File: src/rtl/rgb2gray_controller.sv
// Sequencer for the rgb2gray datapath: accepts one RGB word, steps the shared
// multiplier over R, G and B, loads the gray register, then holds the output
// handshake until the consumer takes the result. Counts pixels per frame.
module rgb2gray_controller #(
  parameter int unsigned CNT_W = 20
) (
  input  logic             clk_i,
  input  logic             rst_i,
  input  logic             start_i,
  input  logic             clear_i,
  input  logic [CNT_W-1:0] numPixels_i,
  input  logic             inValid_i,
  output logic             inReady_o,
  output logic             outValid_o,
  input  logic             outReady_i,
  output logic             ldRGB_o,
  output logic             clrAcc_o,
  output logic             ldAcc_o,
  output logic [1:0]       selCh_o,
  output logic             ldGray_o,
  output logic             busy_o,
  output logic             done_o,
  output logic [CNT_W-1:0] pixCnt_o
);

  typedef enum logic [2:0] {
    StIdle,
    StWaitIn,
    StMacR,
    StMacG,
    StMacB,
    StWr,
    StOut,
    StDone
  } state_e;

  state_e           state_q, state_d;
  logic [CNT_W-1:0] size_q, size_d;
  logic [CNT_W-1:0] pix_cnt_q, pix_cnt_d;
  logic [CNT_W-1:0] cnt_inc;

  // Terminal compare on the incremented count, so a frame of 2^CNT_W-1 never wraps.
  assign cnt_inc = pix_cnt_q + {{(CNT_W-1){1'b0}}, 1'b1};

  // State, frame size and pixel counter registers.
  always_ff @(posedge clk_i or posedge rst_i) begin
    if (rst_i) begin
      state_q   <= StIdle;
      size_q    <= '0;
      pix_cnt_q <= '0;
    end else begin
      state_q   <= state_d;
      size_q    <= size_d;
      pix_cnt_q <= pix_cnt_d;
    end
  end

  // Next-state and strobe decode; clear_i overrides everything and silences strobes.
  always_comb begin
    state_d    = state_q;
    size_d     = size_q;
    pix_cnt_d  = pix_cnt_q;
    inReady_o  = 1'b0;
    outValid_o = 1'b0;
    ldRGB_o    = 1'b0;
    clrAcc_o   = 1'b0;
    ldAcc_o    = 1'b0;
    selCh_o    = 2'd0;
    ldGray_o   = 1'b0;
    done_o     = 1'b0;

    if (clear_i) begin
      state_d   = StIdle;
      pix_cnt_d = '0;
    end else begin
      case (state_q)
        StIdle: begin
          if (start_i) begin
            pix_cnt_d = '0;
            if (numPixels_i == '0) begin
              state_d = StDone;
            end else begin
              size_d  = numPixels_i;
              state_d = StWaitIn;
            end
          end
        end
        StWaitIn: begin
          inReady_o = 1'b1;
          if (inValid_i) begin
            // Mealy: capture the word and zero the accumulator in the handshake cycle.
            ldRGB_o  = 1'b1;
            clrAcc_o = 1'b1;
            state_d  = StMacR;
          end
        end
        StMacR: begin
          selCh_o = 2'd0;
          ldAcc_o = 1'b1;
          state_d = StMacG;
        end
        StMacG: begin
          selCh_o = 2'd1;
          ldAcc_o = 1'b1;
          state_d = StMacB;
        end
        StMacB: begin
          selCh_o = 2'd2;
          ldAcc_o = 1'b1;
          state_d = StWr;
        end
        StWr: begin
          ldGray_o = 1'b1;
          state_d  = StOut;
        end
        StOut: begin
          outValid_o = 1'b1;
          if (outReady_i) begin
            pix_cnt_d = cnt_inc;
            state_d   = (cnt_inc == size_q) ? StDone : StWaitIn;
          end
        end
        StDone: begin
          done_o  = 1'b1;
          state_d = StIdle;
        end
        default: state_d = StIdle;
      endcase
    end
  end

  assign busy_o   = (state_q != StIdle);
  assign pixCnt_o = pix_cnt_q;

endmodule
File: config.mk
export PLATFORM = sky130hd
export DESIGN_NAME = rgb2gray_controller
export DESIGN_NICKNAME = d
export VERILOG_FILES = /design/src/rtl/rgb2gray_controller.sv
export SDC_FILE = /design/constraint.sdc
export NUM_CORES = 1
export LEC_CHECK = 0
export BUFFER_PORTS_ARGS = -buffer_cell sky130_fd_sc_hd__buf_2
export CAP_MARGIN = 0
export CORE_UTILIZATION = 50
export DETAILED_ROUTE_END_ITERATION = 8
export PLACE_DENSITY_LB_ADDON = 0.05
export SYNTH_ARGS = -nofsm -noshare
export SYNTH_HDL_FRONTEND = slang
export SYNTH_SLANG_ARGS = --single-unit
File: constraint.sdc
create_clock -name clk_i -period 2.09 [get_ports clk_i]
set_clock_uncertainty 0.15 [all_clocks]
set_input_delay 0.418 -clock clk_i [delete_from_list [all_inputs] [get_ports clk_i]]
set_output_delay 0.418 -clock clk_i [all_outputs]
set_load 0.005 [all_outputs]
==> results.cfg <==
[status]
status = finished with violations
violations = setup timing

[logic_synthesis]
synth-seq-cells = 43
yosysUniqueCellTypes = 51
syn-num-nets = 341
syn_inst = 314
yosysWarnings = 0
ys.flop_type = dfrtp_1
synth_edf_count = 0
ys_seq_area_frac = 0.374
syn_area_um2 = 2870
async_flop_share = 1.00
syn_avg_cell_area_um2 = 9.15

[power]
power_frac_seq = 0.417
intPower_w = 0.00206
p_clk_frac = 0.231
power.density_nw_per_um2 = 760
pwr-share-comb = 0.353
switchingPower_w = 0.00101
ir_drop_v = 0.000569
swShare = 0.330
p_leak_nw = 1.96

[detailed_routing]
via_per_inst = 5.68
dr.pass1.iters = 4
vias = 2873
wire_per_inst_um = 16.2
met2_length_um = 3860
drt_wl_total_um = 8220
detail-route-antenna-nets = 0
remaining_drc_errors = 0
wl_met1_um = 3710
highest_layer = met4
drtIter0Drc = 174
dr_wl_met3_um = 488

[sta]
fin_crit_sh = 1.03
max_freq_mhz = 466
fin_crit_ps = 2150
final.setup.tns_ps = -107
rsz0062_at_grt = true
finalWorstSetupSlack_ps = -56.3
max_slew_margin = 0.621
worst_hold_slack_ps = 84.9
hold_viol = 0
slew_viol_final = 0
setup_viol = 2
tightestPinTransition_ps = 569

[global_routing]
overflow = 0
grt_start_max_net_pins = 44
grt_pass1_vias = 2739
antenna_found_initial = 0
grt_pass1_wl_um = 13400
grt_usage = 0.287

[job]
cap_violations = 0

[placed_design]
dp.cells = 488
dp_hpwl_um = 6030
port_buffers = 55
dpl-instance-area_um2 = 3650
dp_slack_ps = -209
gp_congestion = 0.896

[cts]
cts_buffers = 5
root_buffer = clkbuf_8
clock-sinks = 43
cts_tree = done
clk_latency_ps = 300
htreeDepth = 2
path_clk_slew_ps = 90
clockBufferDepth = 2

[die]
io_pins = 56
num_rows = 27
start_util = 0.522
die_h_um = 77.8
dieWidth_um = 77.8
coreArea_um2 = 5510
fp.dieArea_um2 = 6060

[layout]
fin_cells = 506
multi_input_area_um2 = 1800
n_fill_cell = 409
synthToLayoutAreaGrowth_pct = 40.6
regArea_um2 = 1090
insertedDiodeCount = 0
num-nets-final = 460
stdcell_area_um2 = 4040
drive_above_1_share = 0.475

[worst_hold_path]
hold_path.class = in2async

[critical_path]
end_kind = flip-flop
start_kind = flip-flop
critPathKind = reg2reg
critical_path_peak_fanout = 5
critPathArrivalTime_ps = 2240
crit_required_ps = 2180
-- critical path, stage by stage, from the launching register on --
cell and delay, ps:
dfrtp_1 430, buf_6 140, and3_4 220, buf_6 140, nand3_4 80, xor2_2 200
xnor2_2 160, nor4_2 260, nand4_1 180, nand2_1 110
-- logic make-up (layout without fill, tap and decap cells) --
kind of cell / Yosys count / count (layout) / synth area share
AND/OR/NAND/NOR: 130 / 130 / 0.261
adder cells (fa/ha/maj): 1 / 1 / 0.00435
AO/OA/AOI/OAI: 56 / 56 / 0.122
flip-flops: 43 / 43 / 0.374
XOR/XNOR: 30 / 30 / 0.0914
buffers and inverters: 31 / 151 / 0.0579
multiplexers: 23 / 23 / 0.0888
-- Yosys cell counts (all sizes together) (3+ instances only) --
master | count | area, um2
a21oi | 5 | 25.0
and2 | 3 | 18.8
and3 | 5 | 32.5
buf | 18 | 118
clkbuf | 7 | 26.3
dfrtp | 43 | 1080
inv | 6 | 22.5
mux2 | 20 | 225
mux2i | 3 | 30.0
nand2 | 31 | 124
nand2b | 4 | 25.0
nand3 | 9 | 45.0
nand4 | 10 | 90.1
nor2 | 34 | 130
nor3 | 7 | 46.3
nor3b | 3 | 27.5
nor4 | 14 | 130
o211ai | 6 | 45.0
o21ai | 27 | 135
o31ai | 6 | 45.0
o41ai | 6 | 52.6
or3 | 3 | 23.8
xnor2 | 21 | 184
xor2 | 9 | 78.8
-- cell type report --
cell class                      count  share of cell area
Multi-Input combinational cell    240               0.446
Sequential cell                    43               0.269
Timing Repair Buffer              137               0.227
Tap cell                           72              0.0223
Clock buffer                        6              0.0204
Clock inverter                      2             0.00960
Inverter                            6             0.00557
-- layer usage --
metal,global-route usage,vias to the layer above
met3,0.0541,16
met2,0.458,96
li1,-,1362
met5,0,-
met4,0.0981,0
met1,0.389,1399
-- power by group through the flow --
| stage | Clock, W | Sequential (W) | Combinational (W) |
|---|---|---|---|
| floorplan | 0 | 0.00119 | 0.000747 |
| global placement | 0 | 0.00128 | 0.000957 |
| detailed placement | 0 | 0.00129 | 0.000989 |
| CTS | 0.000715 | 0.00127 | 0.00105 |
| global route | 0.000749 | 0.00131 | 0.00118 |
| finish | 0.000708 | 0.00128 | 0.00108 |
-- through the flow --
stage	power (W)	utilization
final	0.00307	0.734
after detailed placement	0.00228	0.663
after global placement	0.00224	0.663
after CTS	0.00303	0.718
after floorplan	0.00193	-
after global routing	0.00323	0.734
-- timing repair --
item / in CTS / in global routing
pin swaps: 6 / 4
buffers inserted: 8 / 3
gates resized for setup: 27 / 14
gates cloned: 0 / 0
setup endpoints to repair: 4 / 9
hold buffers: 0 / 0
-- layout by cell type (no fill, tap or decap), types with 6 or more instances in the layout --
cell type   n
clkbuf_8    6
o211ai_1    6
dfrtp_2     9
nor3_1      6
dfrtp_1    34
xor2_1      8
nor4_1      8
nor2_1     32
nand3_1     6
xnor2_1    17
mux2_2     20
buf_4      77
nand4_1     7
nand2_1    30
buf_2      55
o21ai_0    26
-- final timing paths --
check	slack (ps)	to	start	depth (start not counted)
hold reg to reg	380	size_q[3]	size_q[3]	1
setup / recovery	-60	state_q[1]	pixCnt_o[0]	9
max in group asynchronous	1280	pixCnt_o[5]	rst_i	3
hold / removal	80	size_q[5]	rst_i	3
setup reg to reg	-60	state_q[1]	pixCnt_o[0]	9
min in group clk_i	200	size_q[14]	numPixels_i[14]	2
-- sequential cells by signal, indices dropped and copies added, names as in the netlist --
| name | cells |
|---|---|
| pixCnt_o | 20 |
| state_q | 3 |
| size_q | 20 |
Power figures use the tool's default switching activity.
